## src/rtl/lcd_status_reader.sv

```systemverilog
// lcd_status_reader: 4-bit HD44780 status/data read sequencer with optional busy-flag polling.
module lcd_status_reader #(
  parameter int SETUP_CYCLES  = 2,
  parameter int E_HIGH_CYCLES = 12,
  parameter int E_LOW_CYCLES  = 50,
  parameter int MAX_POLLS     = 255
) (
  input  logic       Clock,
  input  logic       Reset,
  input  logic       iStart,
  input  logic       iRegisterSelect,
  input  logic       iPoll,
  input  logic [3:0] iLCD_Data,
  output logic       oBusy,
  output logic       oDone,
  output logic [7:0] oData,
  output logic       oBusyFlag,
  output logic [6:0] oAddress,
  output logic       oTimeout,
  output logic       oLCD_Enabled,
  output logic       oLCD_RegisterSelect,
  output logic       oLCD_ReadWrite,
  output logic       oLCD_BusRelease
);
  typedef enum logic [2:0] {IDLE, SETUP, EH_HI, EL_HI, EH_LO, EL_LO, DONE} state_t;
  state_t state_q, state_d;
  logic [15:0] cnt_q, cnt_d, dur;
  logic [7:0] polls_q, polls_d, data_q, data_d;
  logic [3:0] hi_q, hi_d, lo_q, lo_d;
  logic rs_q, rs_d, poll_q, poll_d, timeout_q, timeout_d;
  logic e_q, e_d, rw_q, rw_d, rs_out_q, rs_out_d, busy_q, busy_d, done_q, done_d;
  logic last, again;
  assign dur = state_q == SETUP ? 16'(SETUP_CYCLES) :
               (state_q == EH_HI || state_q == EH_LO) ? 16'(E_HIGH_CYCLES) : 16'(E_LOW_CYCLES);
  assign last = cnt_q == dur - 16'd1;
  // hi_q[3] is the busy flag of the read that is just finishing
  assign again = poll_q && hi_q[3] && (int'(polls_q) + 1 < MAX_POLLS);
  always_comb begin
    state_d   = state_q;
    cnt_d     = cnt_q + 16'd1;
    polls_d   = polls_q;
    rs_d      = rs_q;
    poll_d    = poll_q;
    hi_d      = hi_q;
    lo_d      = lo_q;
    data_d    = data_q;
    timeout_d = timeout_q;
    case (state_q)
      IDLE: begin
        cnt_d = '0;
        if (iStart) begin
          state_d = SETUP;
          rs_d    = iRegisterSelect;
          poll_d  = iPoll & ~iRegisterSelect;
          polls_d = '0;
        end
      end
      DONE: begin
        cnt_d   = '0;
        state_d = IDLE;
      end
      default: if (last) begin
        cnt_d = '0;
        case (state_q)
          SETUP: state_d = EH_HI;
          EH_HI: begin
            state_d = EL_HI;
            hi_d    = iLCD_Data;
          end
          EL_HI: state_d = EH_LO;
          EH_LO: begin
            state_d = EL_LO;
            lo_d    = iLCD_Data;
          end
          EL_LO: begin
            data_d = {hi_q, lo_q};
            if (again) begin
              state_d = SETUP;
              polls_d = polls_q + 8'd1;
            end else begin
              state_d   = DONE;
              timeout_d = poll_q & hi_q[3];
            end
          end
          default: state_d = IDLE;
        endcase
      end
    endcase
    e_d      = state_d == EH_HI || state_d == EH_LO;
    rw_d     = state_d != IDLE && state_d != DONE;
    rs_out_d = rw_d & rs_d;
    busy_d   = state_d != IDLE;
    done_d   = state_d == DONE;
  end
  always_ff @(posedge Clock) begin
    if (Reset) begin
      state_q   <= IDLE;
      cnt_q     <= '0;
      polls_q   <= '0;
      rs_q      <= 1'b0;
      poll_q    <= 1'b0;
      hi_q      <= '0;
      lo_q      <= '0;
      data_q    <= '0;
      timeout_q <= 1'b0;
      e_q       <= 1'b0;
      rw_q      <= 1'b0;
      rs_out_q  <= 1'b0;
      busy_q    <= 1'b0;
      done_q    <= 1'b0;
    end else begin
      state_q   <= state_d;
      cnt_q     <= cnt_d;
      polls_q   <= polls_d;
      rs_q      <= rs_d;
      poll_q    <= poll_d;
      hi_q      <= hi_d;
      lo_q      <= lo_d;
      data_q    <= data_d;
      timeout_q <= timeout_d;
      e_q       <= e_d;
      rw_q      <= rw_d;
      rs_out_q  <= rs_out_d;
      busy_q    <= busy_d;
      done_q    <= done_d;
    end
  end
  assign oBusy               = busy_q;
  assign oDone               = done_q;
  assign oData               = data_q;
  assign oBusyFlag           = data_q[7];
  assign oAddress            = data_q[6:0];
  assign oTimeout            = timeout_q;
  assign oLCD_Enabled        = e_q;
  assign oLCD_RegisterSelect = rs_out_q;
  assign oLCD_ReadWrite      = rw_q;
  assign oLCD_BusRelease     = rw_q;
endmodule

```

## config.mk

```make
export PLATFORM = sky130hd
export DESIGN_NAME = lcd_status_reader
export DESIGN_NICKNAME = d
export VERILOG_FILES = /design/src/rtl/lcd_status_reader.sv
export SDC_FILE = /design/constraint.sdc
export NUM_CORES = 1
export LEC_CHECK = 0
export CORE_MARGIN = 2
export CORE_UTILIZATION = 59
export CTS_BUF_LIST = sky130_fd_sc_hd__clkbuf_16
export DETAILED_ROUTE_END_ITERATION = 8
export PLACE_DENSITY = 0.95
export SLEW_MARGIN = 20
export SYNTH_ARGS = -nofsm -noshare
export SYNTH_HDL_FRONTEND = slang
export SYNTH_SLANG_ARGS = --single-unit
```

## constraint.sdc

```tcl
create_clock -name Clock -period 6 [get_ports Clock]
set_clock_uncertainty 0.15 [all_clocks]
set_input_delay 1.2 -clock Clock [delete_from_list [all_inputs] [get_ports Clock]]
set_output_delay 1.2 -clock Clock [all_outputs]
set_load 0.005 [all_outputs]
```

Word-level counts from Yosys, hierarchy flattened
Cells that the tools add are included.
{"block": "op_classes", "n_addsub": 4, "order_cmp": 1, "n_eq_ne": 12, "muxes": 14, "bitwise_logic": 7, "n_reduce_logical": 18}
{"op": "$mux 8", "count": 4}
{"op": "$add 16x1->16 const B", "count": 1}
{"op": "$eq 16x16->1", "count": 1}
{"op": "$pmux 8 s2", "count": 1}
{"op": "$eq 3x3->1 const B", "count": 5}
{"op": "$pmux 3 s5", "count": 1}
{"op": "$mux 6", "count": 2}
{"op": "$add 8x1->9 const B", "count": 1}
{"op": "$eq 3x2->1 const B", "count": 3}
{"op": "$lt 9x8->1 const B", "count": 1}
{"op": "$mux 3", "count": 3}
{"op": "$reduce_and 3->1", "count": 3}
{"op": "$add 8x1->8 const B", "count": 1}
{"op": "$sub 6x1->7 const B", "count": 1}
{"op": "$pmux 3 s2", "count": 1}
{"op": "$reduce_bool 2->1", "count": 3}
{"op": "$reduce_and 5->1", "count": 1}
{"op": "$not 1->1", "count": 4}
{"op": "$reduce_and 4->1", "count": 1}
{"op": "$reduce_or 4->1", "count": 1}
{"op": "$and 1x1->1", "count": 3}
{"op": "$eq 3x1->1 const B", "count": 1}
{"op": "$logic_and 1x1->1", "count": 3}
{"op": "$logic_not 3->1", "count": 1}
{"op": "other kinds (7)", "count": 9}
{"block": "totals", "ff_bits": 51, "in_bits": 9, "out_inout_bits": 23, "wordCells": 70}

Depth between registers and ports, before layout
{"block": "depth", "word_depth": 11, "mapped_depth": 8, "depth_no_buf": 7}

Worst setup path after synthesis
OpenSTA, ideal clock, no wires.
{"block": "synth_timing", "path_type": "register to register", "startpoint": "reg polls_q[0]", "endpoint": "reg polls_q[7]", "setup_time_ns": 0.122, "arrival_time_ns": 2.093, "slack_ns": 3.635, "path_stages_with_launch": 8, "synth_period_minus_slack_ns": 2.365, "cell_sequence": "dfxtp_1 ha_1 xor2_1 nand3_1 or4_1 o21ai_1 nor3_1 a311o_1"}
{"block": "synth_via", "elab_chain_cells": 5, "word_cells_on_any_way": 10, "cone_classes": "2 x add/sub; 1 x order compare; 4 x mux; 3 x reduce/logical"}
{"item": "start, declared", "line": "28", "text": "logic [7:0] polls_q, polls_d, data_q, data_d;"}
{"item": "start signal, assigned", "line": "114", "text": "polls_q <= polls_d;"}
{"item": "$add 8x1->9 / $add 8x1->8 (equally long branches)", "line": "37, 79"}
{"item": "$lt 9x8->1 / $mux 8 (equally long branches)", "line": "37, 77"}
{"item": "$logic_and 1x1->1 / $mux 8 (equally long branches)", "line": "37, 64"}
{"item": "$reduce_bool 2->1 (no line) / $mux 8 (equally long branches)"}
{"item": "$reduce_and 5->1 (no line) / $pmux 8 s2 (equally long branches)"}
Parallel ways exist; a longest one is shown, timed or not. The select of a mux whose other input is x is not followed.
A chain may end at the register's enable or synchronous reset.

Final worst setup path
{"block": "layout_timing", "startpoint": "reg state_q[1]", "endpoint": "reg polls_q[7]"}
{"block": "layout_via", "elab_chain_cells": 8, "word_cells_on_any_way": 18, "cone_classes": "1 x add/sub; 7 x eq/ne; 3 x mux; 1 x bitwise; 6 x reduce/logical"}
{"item": "start, declared", "line": "26", "text": "state_t state_q, state_d;"}
{"item": "start signal, assigned", "line": "112", "text": "state_q <= state_d;"}
{"item": "$eq 3x2->1 / $eq 3x3->1 (equally long branches)", "line": "34", "text": "(state_q == EH_HI || state_q == EH_LO) ? 16'(E_HIGH_CYCLES) : 16'(E_LOW_CYCLES);"}
{"item": "$logic_or 1x1->1", "line": "34"}
{"item": "$mux 6", "line": "34"}
{"item": "$mux 6", "line": "33", "text": "assign dur = state_q == SETUP ? 16'(SETUP_CYCLES) :"}
{"item": "$sub 6x1->7", "line": "35", "text": "assign last = cnt_q == dur - 16'd1;"}
{"item": "$eq 16x16->1", "line": "35"}
{"item": "$reduce_bool 2->1 (no line)"}
{"item": "$reduce_and 5->1 (no line)"}
Parallel ways exist; a longest one is shown, timed or not.

==> flow_summary_export.csv <==
group,metric,value,unit
clock_network,clock_path_buffers,2,
global_route,grt_start_max_net_pins,34,
outcome,status,"finished clean",
timing,timing.final.crit_period,2.960,ns
drt,post_drt_wl_per_cell,15.15,microns
floorplanning,dieArea,0.004785,sq mm
synthesis,syn_area_per_cell,8.467,sq um
synthesis,yosysSeqAreaShare,40.74,%
synthesis,async_flop_share,0,%
timing,rsz0062_at_grt,"no",
placed_design,place.port_buffers,31,
clock_network,htreeDepth,2,
synthesis,ys_ff_latch,51,
clock_network,cts_hold_buf,0,
clock_network,cts_made_buffers,5,
critical_path,arrival,2.99,ns
synthesis,postSynthCellCount,296,
timing,tightest_slew,0.7210,ns
placed_design,placed_area,0.002756,sq mm
global_route,grt_usage,23.82,%
timing,min_period_over_period,49.33,%
synthesis,post-synth-top-count-cell,"dfxtp_1",
floorplanning,die_x,69.18,microns
timing,setup_tns,0,ns
drt,drtPass1Iterations,5,
clock_network,numClockSinks,51,
clock_network,ctsResizeCount,0,
global_route,antenna_found_initial,0,
global_route,grt_pass1_wl,9356,microns
power,power.total,0.7037,mW
synthesis,yosysTopAreaCellShare,40.74,%
clock_network,cts_setup_buffers,0,
synthesis,ys.flop_type,"dfxtp_1",
clock_network,cts_tree,"built",
floorplanning,io_pins,32,
timing,setup_viol,0,
floorplanning,start_util,61.76,%
floorplanning,fp.dieH,69.18,microns
timing,max-slew-margin-rel,51.61,%
drt,antenna_left,0,
critical_path,crit_fanout,14,
placed_design,place_inst,357,
global_route,grt_pass1_vias,2072,
finish,fin_nets,325,
drt,drc,0,
synthesis,synth.distinct_cells,55,
floorplanning,rows,23,
synthesis,synth_common_cells,"51 x dfxtp_1, 35 x nand2_1, 35 x nor2_1",
drt,drt-initial-drc-count,245,
finish,n_antenna_cell,0,
finish,final_cell_area,0.002915,sq mm
timing,whs,0.3043,ns
synthesis,syn_area,0.002506,sq mm
clock_network,insertion_delay,0.29,ns
critical_path,worstSetupEndpointType,"flop",
synthesis,synth_nets,307,
global_route,grt-ovfl-total,0,
drt,routed_via_density,6.058,
synthesis,yosysWarnings,0,
synthesis,synth_area_leaders,"dfxtp_1 41%, nand2_1 5.2%, nor2_1 5.2%",
clock_network,clockRootBuffer,"clkbuf_16",
synthesis,yosysTopAreaCell,"dfxtp_1",
drt,wirelength,5513,microns
worst_hold_path,hold_path.class,"flop to flop",
flow_run,maxCapViolCount,0,
power,peakVddDrop,0.2155,mV
finish,drive_above_1_share,7.006,%
drt,num_vias,2205,
floorplanning,core-area,0.004058,sq mm
critical_path,start_kind,"flop",
critical_path,cp.required,6.03,ns
power,power_per_cell_area,241.4,mW/mm^2
timing,maxSlewViolCount,0,
finish,area_delta_synth_final,16.33,%
placed_design,gp_congestion,0.8687,
timing,fmax,337.9,MHz
timing,hold_viol,0,
clock_network,cts.clk_slew.worst_paths,0.06,ns
critical_path,worstSetupPathType,"flop to flop",
placed_design,dp_hpwl,3797,microns
finish,layout.cells.non_filler,364,
synthesis,synth_edf_count,0,
power,p_leak,1.032,nW
## routing by layer
layer	track usage, %	share of wire, %	vias up
met4	11.55	2.7	0
met3	4.070	5.0	16
li1	-	-	1079
met1	28.66	42	1032
met5	0	0	-
met2	41.03	50	78
## worst paths after layout
path | from | slack (ns) | cells after the start | endpoint
max reg2reg | state_q[1]$_SDFF_PP0_ | 3.04 | 6 | polls_q[7]$_SDFFE_PP0P_
min | hi_q[2]$_SDFFE_PP0P_ | 0.30 | 2 | oData[6]$_SDFFE_PP0P_
max | state_q[1]$_SDFF_PP0_ | 3.04 | 6 | polls_q[7]$_SDFFE_PP0P_
min reg2reg | hi_q[2]$_SDFFE_PP0P_ | 0.30 | 2 | oData[6]$_SDFFE_PP0P_
## placed cells by master (no fill, tap or decap), types with 2 or more instances in the layout
cell type	instances
a31o_2	2
and3_1	3
clkbuf_16	5
mux2i_1	11
or4_1	3
nor3_1	8
a21oi_1	16
a221oi_2	2
nor2_1	35
inv_1	8
a31oi_1	4
nand4_1	5
or3_1	4
nand3_1	18
xor2_1	11
o21a_1	2
nor4_1	5
dfxtp_1	51
nand2_1	35
clkdlybuf4s50_1	31
ha_1	2
xnor2_1	5
o211ai_1	3
o21ai_0	7
nand3_2	4
and2b_1	2
nor4b_1	2
nor2b_1	3
## layout make-up
class,count,area [sq um]
clock inverters,2,33.78
inverters,8,30.03
well taps,50,62.56
repair buffers,32,317.8
flip-flops and latches,51,1021
fillers,286,1142
clock buffers,5,125.1
multi-input cells,216,1325
## logic make-up after synthesis
kind of cell | count (synthesis) | share of synthesized area, %
AO/OA/AOI/OAI | 49 | 13.38
flip-flops | 51 | 40.74
multiplexers | 12 | 4.843
buffers and inverters | 29 | 6.390
XOR/XNOR | 16 | 5.591
AND/OR/NAND/NOR | 137 | 28.06
adder cells (fa/ha/maj) | 2 | 0.9983
## critical path, stage by stage (launching register included)
cell and delay [ns]:
dfxtp_1 0.59, nor2b_1 0.37, o2111ai_1 0.22, a221oi_2 0.35, and3_1 0.54, a21boi_1 0.25, a311o_1 0.39
## sequential cells by signal, summed over array words and instances (netlist names)
name and flops:
cnt_q 16, hi_q 4, lo_q 4, oBusy 1, oData 8, oDone 1, oLCD_BusRelease 1, oLCD_Enabled 1
oLCD_RegisterSelect 1, oTimeout 1, poll_q 1, polls_q 8, rs_q 1, state_q 3
## per-stage QoR
stage | worst slack, ns | utilization (%)
3_3_place_gp | 3.043 | 67.93
4_1_cts | 3.064 | 71.85
6_report | 3.040 | 71.85
3_5_place_dp | 3.005 | 67.93
2_1_floorplan | 3.635 | -
5_1_grt | 2.826 | 71.85
## where the power goes
| part | switching (mW) | leakage (nW) | total, mW | internal, mW |
|---|---|---|---|---|
| clock network | 0.116 | 0.0811 | 0.309 | 0.193 |
| registers | 0.00604 | 0.412 | 0.349 | 0.343 |
| logic | 0.0263 | 0.539 | 0.0461 | 0.0198 |
| total | 0.148 | 1.03 | 0.704 | 0.555 |
(Power assumes the default switching activity.)
